### config.mk
export PLATFORM = sky130hd
export DESIGN_NAME = ha_serial_add_ctrl
export DESIGN_NICKNAME = d
export VERILOG_FILES = /design/src/rtl/ha_serial_add_ctrl.sv
export SDC_FILE = /design/constraint.sdc
export NUM_CORES = 1
export LEC_CHECK = 0
export ABC_AREA = 1
export CORE_MARGIN = 4
export CORE_UTILIZATION = 35
export DETAILED_ROUTE_END_ITERATION = 7
export GPL_ROUTABILITY_DRIVEN = 0
export HOLD_SLACK_MARGIN = 0.12
export SYNTH_ARGS = -nofsm -noshare
export SYNTH_HDL_FRONTEND = slang
export SYNTH_SLANG_ARGS = --single-unit
### constraint.sdc
create_clock -name clk -period 1.62 [get_ports clk]
set_input_delay 0.162 -clock clk [delete_from_list [all_inputs] [get_ports clk]]
set_output_delay 0.162 -clock clk [all_outputs]
set_load 0.005 [all_outputs]
### src/rtl/ha_serial_add_ctrl.sv
// Bit-serial WIDTH-bit adder that drives one external half-adder cell.
// Each bit takes two passes: a^b first, then the partial sum with the running carry.
module ha_serial_add_ctrl #(
    parameter int WIDTH = 4
) (
    input  logic             clk,
    input  logic             rst,
    input  logic             in_valid,
    output logic             in_ready,
    input  logic [WIDTH-1:0] in_a,
    input  logic [WIDTH-1:0] in_b,
    input  logic             in_cin,
    output logic             out_valid,
    input  logic             out_ready,
    output logic [WIDTH-1:0] out_sum,
    output logic             out_cout,
    output logic             busy,
    output logic             ha_a,
    output logic             ha_b,
    input  logic             ha_sum,
    input  logic             ha_carry
);

    localparam int BW = (WIDTH > 1) ? $clog2(WIDTH) : 1;
    localparam logic [BW-1:0] LAST_BIT = BW'(WIDTH - 1);

    typedef enum logic [1:0] {
        IDLE    = 2'd0,
        ADD_AB  = 2'd1,
        ADD_CIN = 2'd2,
        DONE    = 2'd3
    } state_t;

    state_t            state_q, state_d;
    logic [WIDTH-1:0]  opa_q, opa_d;
    logic [WIDTH-1:0]  opb_q, opb_d;
    logic [WIDTH-1:0]  result_q, result_d;
    logic [WIDTH-1:0]  sum_q, sum_d;
    logic [BW-1:0]     bit_q, bit_d;
    logic              cy_q, cy_d;
    logic              s0_q, s0_d;
    logic              c0_q, c0_d;
    logic              cout_q, cout_d;
    logic [WIDTH-1:0]  result_shift;

    // Shift-in form works for WIDTH=1, where a [WIDTH-1:1] slice would be empty.
    always_comb begin
        result_shift = (result_q >> 1) | (WIDTH'(ha_sum) << (WIDTH - 1));
    end

    always_comb begin
        state_d  = state_q;
        opa_d    = opa_q;
        opb_d    = opb_q;
        result_d = result_q;
        sum_d    = sum_q;
        bit_d    = bit_q;
        cy_d     = cy_q;
        s0_d     = s0_q;
        c0_d     = c0_q;
        cout_d   = cout_q;
        in_ready = 1'b0;
        busy     = 1'b0;
        ha_a     = 1'b0;
        ha_b     = 1'b0;

        unique case (state_q)
            IDLE: begin
                in_ready = 1'b1;
                if (in_valid) begin
                    opa_d    = in_a;
                    opb_d    = in_b;
                    cy_d     = in_cin;
                    bit_d    = '0;
                    result_d = '0;
                    state_d  = ADD_AB;
                end
            end
            ADD_AB: begin
                busy    = 1'b1;
                ha_a    = opa_q[0];
                ha_b    = opb_q[0];
                s0_d    = ha_sum;
                c0_d    = ha_carry;
                state_d = ADD_CIN;
            end
            ADD_CIN: begin
                busy     = 1'b1;
                ha_a     = s0_q;
                ha_b     = cy_q;
                result_d = result_shift;
                cy_d     = c0_q | ha_carry;
                opa_d    = opa_q >> 1;
                opb_d    = opb_q >> 1;
                bit_d    = bit_q + 1'b1;
                if (bit_q == LAST_BIT) begin
                    // Output copy keeps the result visible after handoff while the next add runs.
                    sum_d   = result_shift;
                    cout_d  = c0_q | ha_carry;
                    state_d = DONE;
                end else begin
                    state_d = ADD_AB;
                end
            end
            DONE: begin
                if (out_ready) begin
                    state_d = IDLE;
                end
            end
            default: state_d = IDLE;
        endcase
    end

    always_ff @(posedge clk or posedge rst) begin
        if (rst) begin
            state_q  <= IDLE;
            opa_q    <= '0;
            opb_q    <= '0;
            result_q <= '0;
            sum_q    <= '0;
            bit_q    <= '0;
            cy_q     <= 1'b0;
            s0_q     <= 1'b0;
            c0_q     <= 1'b0;
            cout_q   <= 1'b0;
        end else begin
            state_q  <= state_d;
            opa_q    <= opa_d;
            opb_q    <= opb_d;
            result_q <= result_d;
            sum_q    <= sum_d;
            bit_q    <= bit_d;
            cy_q     <= cy_d;
            s0_q     <= s0_d;
            c0_q     <= c0_d;
            cout_q   <= cout_d;
        end
    end

    assign out_valid = (state_q == DONE);
    assign out_sum   = sum_q;
    assign out_cout  = cout_q;

endmodule

==> metrics.md <==
| Metric | Value |
|---|---|
| Height of the chip | 65.4 um |
| Met2 Wirelength | 1370 um |
| Dominant cells by area after synthesis | dfrtp_1, nand2_1, nand3_1 |
| Cell type contributing the most total cell area after synthesis | dfrtp_1 |
| Number of global-route vias before repair | 970 |
| Total overflow reported by the global router | 0 |
| First-pass GRT wire length | 4370 um |
| Syn avg cell area | 7.78 um2 |
| Clock root cell | clkbuf_4 |
| Synth Warn # | 0 |
| Share of cell area taken by muxes after synthesis | 0% |
| Drt initial violations | 26 |
| Total die area | 4270 um2 |
| Sink count of the clock tree | 23 |
| Count of buffer and inverter cells on the critical path | 2 |
| Number of maximum-capacitance violations | 0 |
| Clock-pin transition on the worst setup and hold timing paths | 0.13 ns |
| Xor and xnor area share after synthesis | 0% |
| Final critical delay including setup and external delays | 1.51 ns |
| Average via count per standard cell | 4.52 |
| Flip-flop and latch count after synthesis | 23 |
| Final instance area | 1540 um2 |
| Overall fraction of global-route tracks in use | 13.2% |
| Fillers | 318 |
| Sequential element share of the synthesized area | 50.0% |
| Reg area | 576 um2 |
| Die Wd | 65.4 um |
| Power per cell area | 1650 nW/um2 |
| Detailed-route wire length | 2710 um |
| Number of cell rows | 20 |
| Initial antenna violation count | 0 |
| Cell chain of the critical path | buf_4 -> ha_1 -> buf_4 -> nand2_2 -> nand2_2 -> nand3_1 -> nand2_1 |
| Area taken by multi-input logic gates | 533 um2 |
| DR top layer | met4 |
| Largest net degree at the start of global routing | 24 |
| Crit path largest cell delay | 0.42 ns |
| Setup tns final | 0 ns |
| Final Power | 2.53 mW |
| Antenna fix cells | 0 |
| Number of primary I/O pins | 25 |
| HPWL after DPL | 1970 um |
| Synthesized cell area | 1150 um2 |
| Total length of routed met3 wires | 59 um |
| Synth-to-layout area growth | 33.8% |
| Critical Path End Type | flop |
| Worst vdd ir | 496 uV |
| Number of buffers on the longest clock path | 2 |
| H-tree Lvls | 1 |
| DRC violations left | 0 |
| Port Buffer Count | 24 |
| Final count of pins violating max slew | 0 |
| Number of cells produced by synthesis | 148 |
| Post-synth top area share | 50.0% |
| Area of the placeable core | 3100 um2 |
| TritonCTS buffer count | 3 |
| Fmax | 662 MHz |
| Number of nets in the synthesized netlist | 169 |
| Post-route clock period utilization | 93.2% |
| Slowest CP cell | dfrtp_1 |
| Required time of the worst setup path | 1.82 ns |
| Type of the tightest min-delay check | in -> async |
| Category of the most critical setup path | reg -> reg |
| Antenna viol nets, final | 0 |
| Cell total after placement | 220 |
| Setup violators final | 0 |
| Least-Margin Pin Slew | 0.302 ns |
| Routed metal-1 wirelength | 1250 um |
| Lkg Pwr | 0.823 nW |
| Non-filler instance count after layout | 227 |
| RSZ-0062 raised after global routing | no |
| Final hold violation count | 0 |
| Vias | 1,025 |
| Synth cell types | 12 |
| WL per Instance | 11.9 um |
| Number of hold buffers added after cts | 0 |
| Combinational family with the most area after synthesis | simple AND/OR/NAND/NOR gates |
| Placed cell areas | 1480 um2 |
| Synth Area in Compound Gates | 2.61% |
| Run status | complete, no violations |
| Worst-Skew Late Latency | 0.31 ns |
| Synth Area in Adders | 6.52% |
| Post-Route Skew | 0.00966 ns |
| Data arrival time of the worst path | 1.72 ns |
| Final layout net count | 205 |
| Share of synthesized cell area in and, or, nand and nor gates | 34.7% |
| Initial Utilization | 37.1% |
| Kind of cell adding the most delay to the critical path | simple AND/OR/NAND/NOR gates |
| Layout cells sized above 1 | 13.7% |
| CTS tree | built |
| Worst rel slew slack | 79.9% |
| Crit start category | flop |
| Number of optimization iterations in the first detailed-route pass | 4 |
| Highest net fanout along the worst path | 14 |
-- path summary, 6_finish.rpt --
check / startpoint / to / slack, ns / depth (start not counted)
worst max-delay path: state_q[1] / result_q[2] / 0.11 / 7
worst min-delay path: rst / out_sum[0] / 0.17 / 3
worst max register to register: state_q[1] / result_q[2] / 0.11 / 7
worst min register to register: result_q[1] / out_sum[0] / 0.48 / 2
max in group asynchronous: rst / opa_q[3] / 1.21 / 3
min in group clk: in_b[3] / opb_q[3] / 0.40 / 3
-- worst register-to-register path: stages, from the launching register on --
cell	delay (ns)
dfrtp_1	0.42
buf_4	0.14
ha_1	0.20
buf_4	0.20
nand2_2	0.10
nand2_2	0.17
nand3_1	0.12
nand2_1	0.06
-- cell families (layout without fill, tap and decap cells) --
kind of cell,after synthesis,after routing
AO/OA/AOI/OAI,6,6
AND/OR/NAND/NOR,97,97
buffers and inverters,16,51
flip-flops,23,23
adder cells (fa/ha/maj),6,6
-- cells in the mapped netlist (all sizes together) --
cell and instances:
dfrtp 23, inv 12, ha 6, nand3 22, o21ai 4, nor2 1, buf 4, or2 1
nand2 73, a21oi 2
-- timing repair --
item | in CTS | in global routing
endpoints found under the setup margin | 5 | 3
setup buffers | 3 | 0
pin swaps | 1 | 0
gates cloned | 0 | 0
hold endpoints to repair | 0 | 0
resized for setup | 13 | 5
-- cells in the final DEF (no fill, tap or decap), drive strengths merged --
master | netlist | final
buf | 4 | 11
o21ai | 4 | 4
ha | 6 | 6
dlygate4sd2 | 0 | 2
inv | 12 | 12
nand2 | 73 | 73
dfrtp | 23 | 23
or2 | 1 | 1
nand3 | 22 | 22
a21oi | 2 | 2
clkdlybuf4s50 | 0 | 19
nor2 | 1 | 1
clkbuf | 0 | 7
-- metal layers --
metal,track usage (%),up-vias
met1,15.9,480
li1,-,530
met3,1.71,2
met2,23.1,13
met4,6.22,0
met5,0,-
-- where the power goes --
| part | switching [mW] | internal [mW] |
|---|---|---|
| Combinational | 0.675 | 0.611 |
| Clock | 0.174 | 0.0960 |
| Sequential | 0.151 | 0.827 |
-- metrics by stage --
| step | worst slack [ns] | utilization [%] | hold slack, ns |
|---|---|---|---|
| 2_1_floorplan | 0.301 | - | 0.164 |
| 3_3_place_gp | 0.0806 | 47.7 | 0.462 |
| 3_5_place_dp | 0.0160 | 47.7 | 0.465 |
| 4_1_cts | 0.00732 | 50.0 | 0.173 |
| 5_1_grt | 0.000791 | 49.6 | 0.221 |
| 6_report | 0.109 | 49.6 | 0.174 |
-- flip-flops by register name, summed over array words and instances (netlist names) --
name / cells
bit_q: 2
c0_q: 1
cy_q: 1
opa_q: 4
opb_q: 4
out_cout: 1
out_sum: 4
result_q: 3
s0_q: 1
state_q: 2
-- cell type report --
class / instances / share of cell area, %
sequential: 23 / 37.4
timing repair buffer: 35 / 19.8
clock buffer: 4 / 1.71
multi-input combinational: 109 / 34.6
inverter: 12 / 2.92
tap: 44 / 3.57
No activity file was read; power rests on OpenSTA's default activity.
